### src/rtl/alu_defs_pkg.sv
// Shared ALU definitions: opcode encodings, opcode type and flag bit positions.
// Flags are packed as {N,Z,C,V}.
package alu_defs;

    typedef logic [1:0] alu_op_t;

    localparam alu_op_t ARITH_ADD = 2'b00;
    localparam alu_op_t ARITH_SUB = 2'b01;
    localparam alu_op_t AND_      = 2'b10;
    localparam alu_op_t OR_       = 2'b11;

    localparam int FLAG_N = 3;
    localparam int FLAG_Z = 2;
    localparam int FLAG_C = 1;
    localparam int FLAG_V = 0;

endpackage

### src/rtl/alu_core.sv
// Combinational ALU: AND, OR, ADD, SUB with NZCV flags, all modulo 2^WIDTH.
module alu_core
    import alu_defs::*;
#(
    parameter int WIDTH = 32
) (
    input  alu_op_t            op,
    input  logic [WIDTH-1:0]   a,
    input  logic [WIDTH-1:0]   b,
    output logic [WIDTH-1:0]   result,
    output logic [3:0]         flags
);

    logic [WIDTH:0] sum;
    logic [WIDTH:0] diff;
    logic           carry;
    logic           overflow;

    // SUB uses a + ~b + 1, so the carry out doubles as "no borrow".
    always_comb begin
        sum      = {1'b0, a} + {1'b0, b};
        diff     = {1'b0, a} + {1'b0, ~b} + {{WIDTH{1'b0}}, 1'b1};
        result   = '0;
        carry    = 1'b0;
        overflow = 1'b0;
        case (op)
            ARITH_ADD: begin
                result   = sum[WIDTH-1:0];
                carry    = sum[WIDTH];
                overflow = (a[WIDTH-1] == b[WIDTH-1]) && (result[WIDTH-1] != a[WIDTH-1]);
            end
            ARITH_SUB: begin
                result   = diff[WIDTH-1:0];
                carry    = diff[WIDTH];
                overflow = (a[WIDTH-1] != b[WIDTH-1]) && (result[WIDTH-1] != a[WIDTH-1]);
            end
            AND_:    result = a & b;
            default: result = a | b;
        endcase
        flags         = '0;
        flags[FLAG_N] = result[WIDTH-1];
        flags[FLAG_Z] = (result == '0);
        flags[FLAG_C] = carry;
        flags[FLAG_V] = overflow;
    end

endmodule

### src/rtl/alu_exec_stage.sv
// Two-register ALU execution stage: operand register (S1) feeding result register (S2),
// valid/ready on both sides, plus a wrapping count of completed output handshakes.
module alu_exec_stage
    import alu_defs::*;
#(
    parameter int WIDTH = 32,
    parameter int CNT_W = 16
) (
    input  logic               clk,
    input  logic               rst_n,
    input  logic               in_valid,
    output logic               in_ready,
    input  alu_op_t            in_op,
    input  logic [WIDTH-1:0]   in_a,
    input  logic [WIDTH-1:0]   in_b,
    output logic               out_valid,
    input  logic               out_ready,
    output logic [WIDTH-1:0]   out_result,
    output logic [3:0]         out_flags,
    output logic [CNT_W-1:0]   done_count
);

    alu_op_t            op_q, op_d;
    logic [WIDTH-1:0]   a_q, a_d;
    logic [WIDTH-1:0]   b_q, b_d;
    logic               s1_valid_q, s1_valid_d;
    logic [WIDTH-1:0]   result_q, result_d;
    logic [3:0]         flags_q, flags_d;
    logic               s2_valid_q, s2_valid_d;
    logic [CNT_W-1:0]   count_q, count_d;

    logic [WIDTH-1:0]   alu_result;
    logic [3:0]         alu_flags;
    logic               s2_free;
    logic               s1_adv;
    logic               s1_load;
    logic               out_fire;

    alu_core #(.WIDTH(WIDTH)) u_alu_core (
        .op     (op_q),
        .a      (a_q),
        .b      (b_q),
        .result (alu_result),
        .flags  (alu_flags)
    );

    // S2 frees up in the same cycle it is drained, giving 1 op/cycle throughput.
    always_comb begin
        s2_free  = !s2_valid_q || out_ready;
        s1_adv   = s1_valid_q && s2_free;
        in_ready = !s1_valid_q || s2_free;
        s1_load  = in_valid && in_ready;
        out_fire = s2_valid_q && out_ready;

        op_d       = op_q;
        a_d        = a_q;
        b_d        = b_q;
        result_d   = result_q;
        flags_d    = flags_q;
        s1_valid_d = s1_valid_q;
        s2_valid_d = s2_valid_q;
        count_d    = count_q + CNT_W'(out_fire);

        if (s1_load) begin
            op_d = in_op;
            a_d  = in_a;
            b_d  = in_b;
        end
        if (s1_load) begin
            s1_valid_d = 1'b1;
        end else if (s1_adv) begin
            s1_valid_d = 1'b0;
        end

        if (s1_adv) begin
            result_d   = alu_result;
            flags_d    = alu_flags;
            s2_valid_d = 1'b1;
        end else if (out_fire) begin
            s2_valid_d = 1'b0;
        end
    end

    always_ff @(posedge clk or negedge rst_n) begin
        if (!rst_n) begin
            op_q       <= '0;
            a_q        <= '0;
            b_q        <= '0;
            s1_valid_q <= 1'b0;
            result_q   <= '0;
            flags_q    <= '0;
            s2_valid_q <= 1'b0;
            count_q    <= '0;
        end else begin
            op_q       <= op_d;
            a_q        <= a_d;
            b_q        <= b_d;
            s1_valid_q <= s1_valid_d;
            result_q   <= result_d;
            flags_q    <= flags_d;
            s2_valid_q <= s2_valid_d;
            count_q    <= count_d;
        end
    end

    assign out_valid  = s2_valid_q;
    assign out_result = result_q;
    assign out_flags  = flags_q;
    assign done_count = count_q;

endmodule

### config.mk
export PLATFORM = sky130hd
export DESIGN_NAME = alu_exec_stage
export DESIGN_NICKNAME = d
export VERILOG_FILES = /design/src/rtl/alu_defs_pkg.sv /design/src/rtl/alu_core.sv /design/src/rtl/alu_exec_stage.sv
export SDC_FILE = /design/constraint.sdc
export NUM_CORES = 1
export LEC_CHECK = 0
export ABC_CLOCK_PERIOD_IN_PS = 5500
export CAP_MARGIN = 30
export CELL_PAD_IN_SITES_DETAIL_PLACEMENT = 0
export CELL_PAD_IN_SITES_GLOBAL_PLACEMENT = 1
export CORE_AREA = 8 8 192 194
export CTS_CLUSTER_SIZE = 8
export DETAILED_ROUTE_END_ITERATION = 10
export DIE_AREA = 0 0 200 202
export DONT_BUFFER_PORTS = 1
export PLACE_DENSITY_LB_ADDON = 0.12
export SLEW_MARGIN = 20
export SYNTH_ARGS = -nofsm -noshare
export SYNTH_HDL_FRONTEND = slang
export SYNTH_SLANG_ARGS = --single-unit
### constraint.sdc
create_clock -name clk -period 5.5 [get_ports clk]
set_input_delay 0.55 -clock clk [delete_from_list [all_inputs] [get_ports clk]]
set_output_delay 0.55 -clock clk [all_outputs]
set_load 0.01 [all_outputs]
==> results.cfg <==
[clocking]
clock_sinks = 119
numCtsBuffers = 17
clockBufferDepth = 2
cts_max_level = 4
cts_tree = done
cts_root_buffer = clkbuf_16
cts_resized = 0
path_clk_slew_ns = 0.07
worstSkewPairLatency_ns = 0.45

[logic_synthesis]
synthesis.nets = 1321
synthesis.instances = 1146
ys_seq_elements = 119
synth_adder_area_share_pct = 13.3
yosysSeqAreaShare_pct = 29.8
synth-edff-count = 0
yosys_warnings = 0
muxShareOfSynthArea_pct = 8.70
synth_area_um2 = 10000
ys.flop_type = dfrtp_1
synth_top_family_by_area = compound AO/OA/AOI/OAI gates
synthArstFlopShare_pct = 100
synth_compound_area_share_pct = 20.9
ys_types = 90
synth_simple_gate_area_share_pct = 17.1
synth_xor_xnor_area_share_pct = 2.72
syn_area_per_cell_um2 = 8.72

[min_path]
min-delay-path-class = in2async

[global_route]
grt_usage_pct = 16.4
grt_max_degree = 120
grt_pass1_vias = 8194
grt_pass1_wl_mm = 51.0
antenna_found_initial = 1
grt_overflow = 0

[worst_setup_path]
crit_required_ns = 5.87
critPathKind = reg2reg
rrSetupSlack_ns = 1.58
cp-startpoint = a_q[11]
worst_setup_path_start_kind = register
timing.rr.start = a_q[11]
arrival_ns = 4.29
r2r-end = out_flags[2]
reg2reg_depth = 13
crit_path_end_kind = register
worstPathMaxFanout = 13
crit_end = out_flags[2]

[route]
num_vias = 8211
firstDrtPassIters = 5
vias_per_cell = 5.20
avgRoutedWirePerCell_um = 20.9
dr.first_iter.drc_count = 515
routed_wl_mm = 33.1
ant_nets = 0
drc = 0

[timing]
rsz0062_at_grt = no
max_freq_mhz = 255
hold_viol = 0
final-setup-viol-count = 0
slew_headroom_pct = 47.0
min_period_ns = 3.92
tightest_slew_ns = 0.796
min_period_over_period_pct = 71.2
tns_ns = 0
drv_slew = 0
skew_ns = 0.0140

[pwr]
p_leak_nw = 4.82
p_sw_share_pct = 44.4
pwr-share-comb_pct = 42.9
powerDensity_nw_per_um2 = 408
seqPwrFrac_pct = 30.3
p_sw_w = 0.00198
vdd.ir_drop.worst_v = 0.000258
p_int_w = 0.00247
p_clk_share_pct = 26.7

[run]
maxCapViolCount = 0

[place]
hpwl_mm = 25.6
place_area_um2 = 10300
numPortBuffers = 0
routabilityCongestion = 0.837

[cells_and_area]
mostFrequentLayoutCells = dfrtp_1, nand2_1, ha_1, inv_1, a21oi_1
area_delta_synth_final_pct = 9.18
final_nets = 1286
antenna_cells = 0
mostFrequentLayoutCell = dfrtp_1
stdcell_area_um2 = 10900
drive_gt1_share_pct = 13.2
final_util_pct = 32.1

[die]
dieHeight_um = 202
core-area_um2 = 33900
rows = 68
die-area_um2 = 40400
num_io_pins = 124
die_w_um = 200
start_util_pct = 29.4

[outcome]
outcome = completed
==> cell type report <==
cell class                      instances  area [um^2]
Clock buffer                           17          425
Clock inverter                         15          183
Fill cell                            3595        23000
Inverter                               97          364
Multi-Input combinational cell        866         6280
Sequential cell                       119         2980
Tap cell                              455          569
Timing Repair Buffer                   10          108
==> worst min-delay path by stage <==
stage	startpoint	endpoint	slack, ns	cells past startpoint
finish	rst_n	a_q[0]	0.08	1
global route	rst_n	out_result[4]	0.11	1
CTS	rst_n	out_result[5]	0.09	1
detailed placement	rst_n	done_count[15]	0.26	0
global placement	rst_n	done_count[15]	0.26	0
floorplan	rst_n	a_q[0]	0.25	0
==> cell usage after synthesis, types with 8 or more instances <==
master | count | area share [%]
dfrtp_1 | 119 | 30
nand2_1 | 110 | 4.1
ha_1 | 103 | 13
inv_1 | 96 | 3.6
a21oi_1 | 80 | 4.0
mux2_2 | 69 | 7.8
o21ai_0 | 68 | 3.4
nor2_1 | 64 | 2.4
nor3_1 | 34 | 1.7
clkbuf_1 | 33 | 1.2
nand3_1 | 30 | 1.5
xnor2_1 | 24 | 2.1
o211ai_1 | 20 | 1.5
and3_1 | 16 | 1.0
nor2b_1 | 16 | 1.0
nand2b_1 | 13 | 0.81
nand4_1 | 13 | 0.81
a21o_1 | 12 | 0.90
and2_1 | 12 | 0.75
o31ai_1 | 12 | 0.90
a31oi_1 | 11 | 0.69
o31a_1 | 9 | 0.79
buf_6 | 8 | 0.90
nor4_1 | 8 | 0.50
==> logic make-up (layout without fill, tap and decap cells) <==
group,Yosys count,in the layout
buf+inv,161,139
fa+ha+maj,105,105
xor+xnor,31,31
flops,119,119
mux,77,77
compound gates,307,307
simple gates,346,346
==> through the flow <==
step	cells	setup WS, ns	hold WS, ns	power, W
after global routing	1579	1.20	0.114	0.00478
after detailed placement	1545	1.55	0.258	0.00326
after global placement	1545	1.55	0.258	0.00327
after CTS	1578	1.53	0.0914	0.00452
final	1579	1.58	0.0782	0.00445
after floorplan	1146	2.35	0.254	0.00273
==> sequential cells by signal, summed over array words and instances, names as in the netlist <==
signal and cells:
op_q 2, a_q 32, done_count 16, out_flags 3, b_q 32, out_result 32, s1_valid_q 1, out_valid 1
==> power groups by stage <==
stage	clock network [W]	registers, W	logic, W
global placement	0	0.00137	0.00190
global route	0.00127	0.00139	0.00212
finish	0.00119	0.00135	0.00191
floorplan	0	0.00126	0.00147
detailed placement	0	0.00138	0.00189
CTS	0.00124	0.00136	0.00192
==> critical path: stages, from the launching register on <==
cell and delay (ns):
dfrtp_1 0.41, inv_1 0.06, ha_1 0.57, nor2b_1 0.17, o211ai_1 0.25, nand4_1 0.22, nor4_2 0.56, o311ai_0 0.30
a21oi_1 0.21, o31ai_1 0.18, a2111o_1 0.34, a2111oi_2 0.27, nand4b_1 0.13, o21ai_1 0.14
==> timing repair <==
action	CTS	global route
endpoints found under the setup margin	0	0
setup buffers	0	0
hold buffers	1	0
endpoints found under the hold margin	119	0
==> metal layers <==
| metal | share of wire, % | track usage (%) | vias up |
|---|---|---|---|
| met5 | 0.030 | 0 | - |
| met4 | 1.4 | 4.65 | 2 |
| met3 | 4.8 | 3.54 | 30 |
| met2 | 45 | 25.4 | 175 |
| met1 | 49 | 22.6 | 3980 |
| li1 | - | - | 4024 |
No activity file was read; power rests on OpenSTA's default activity.
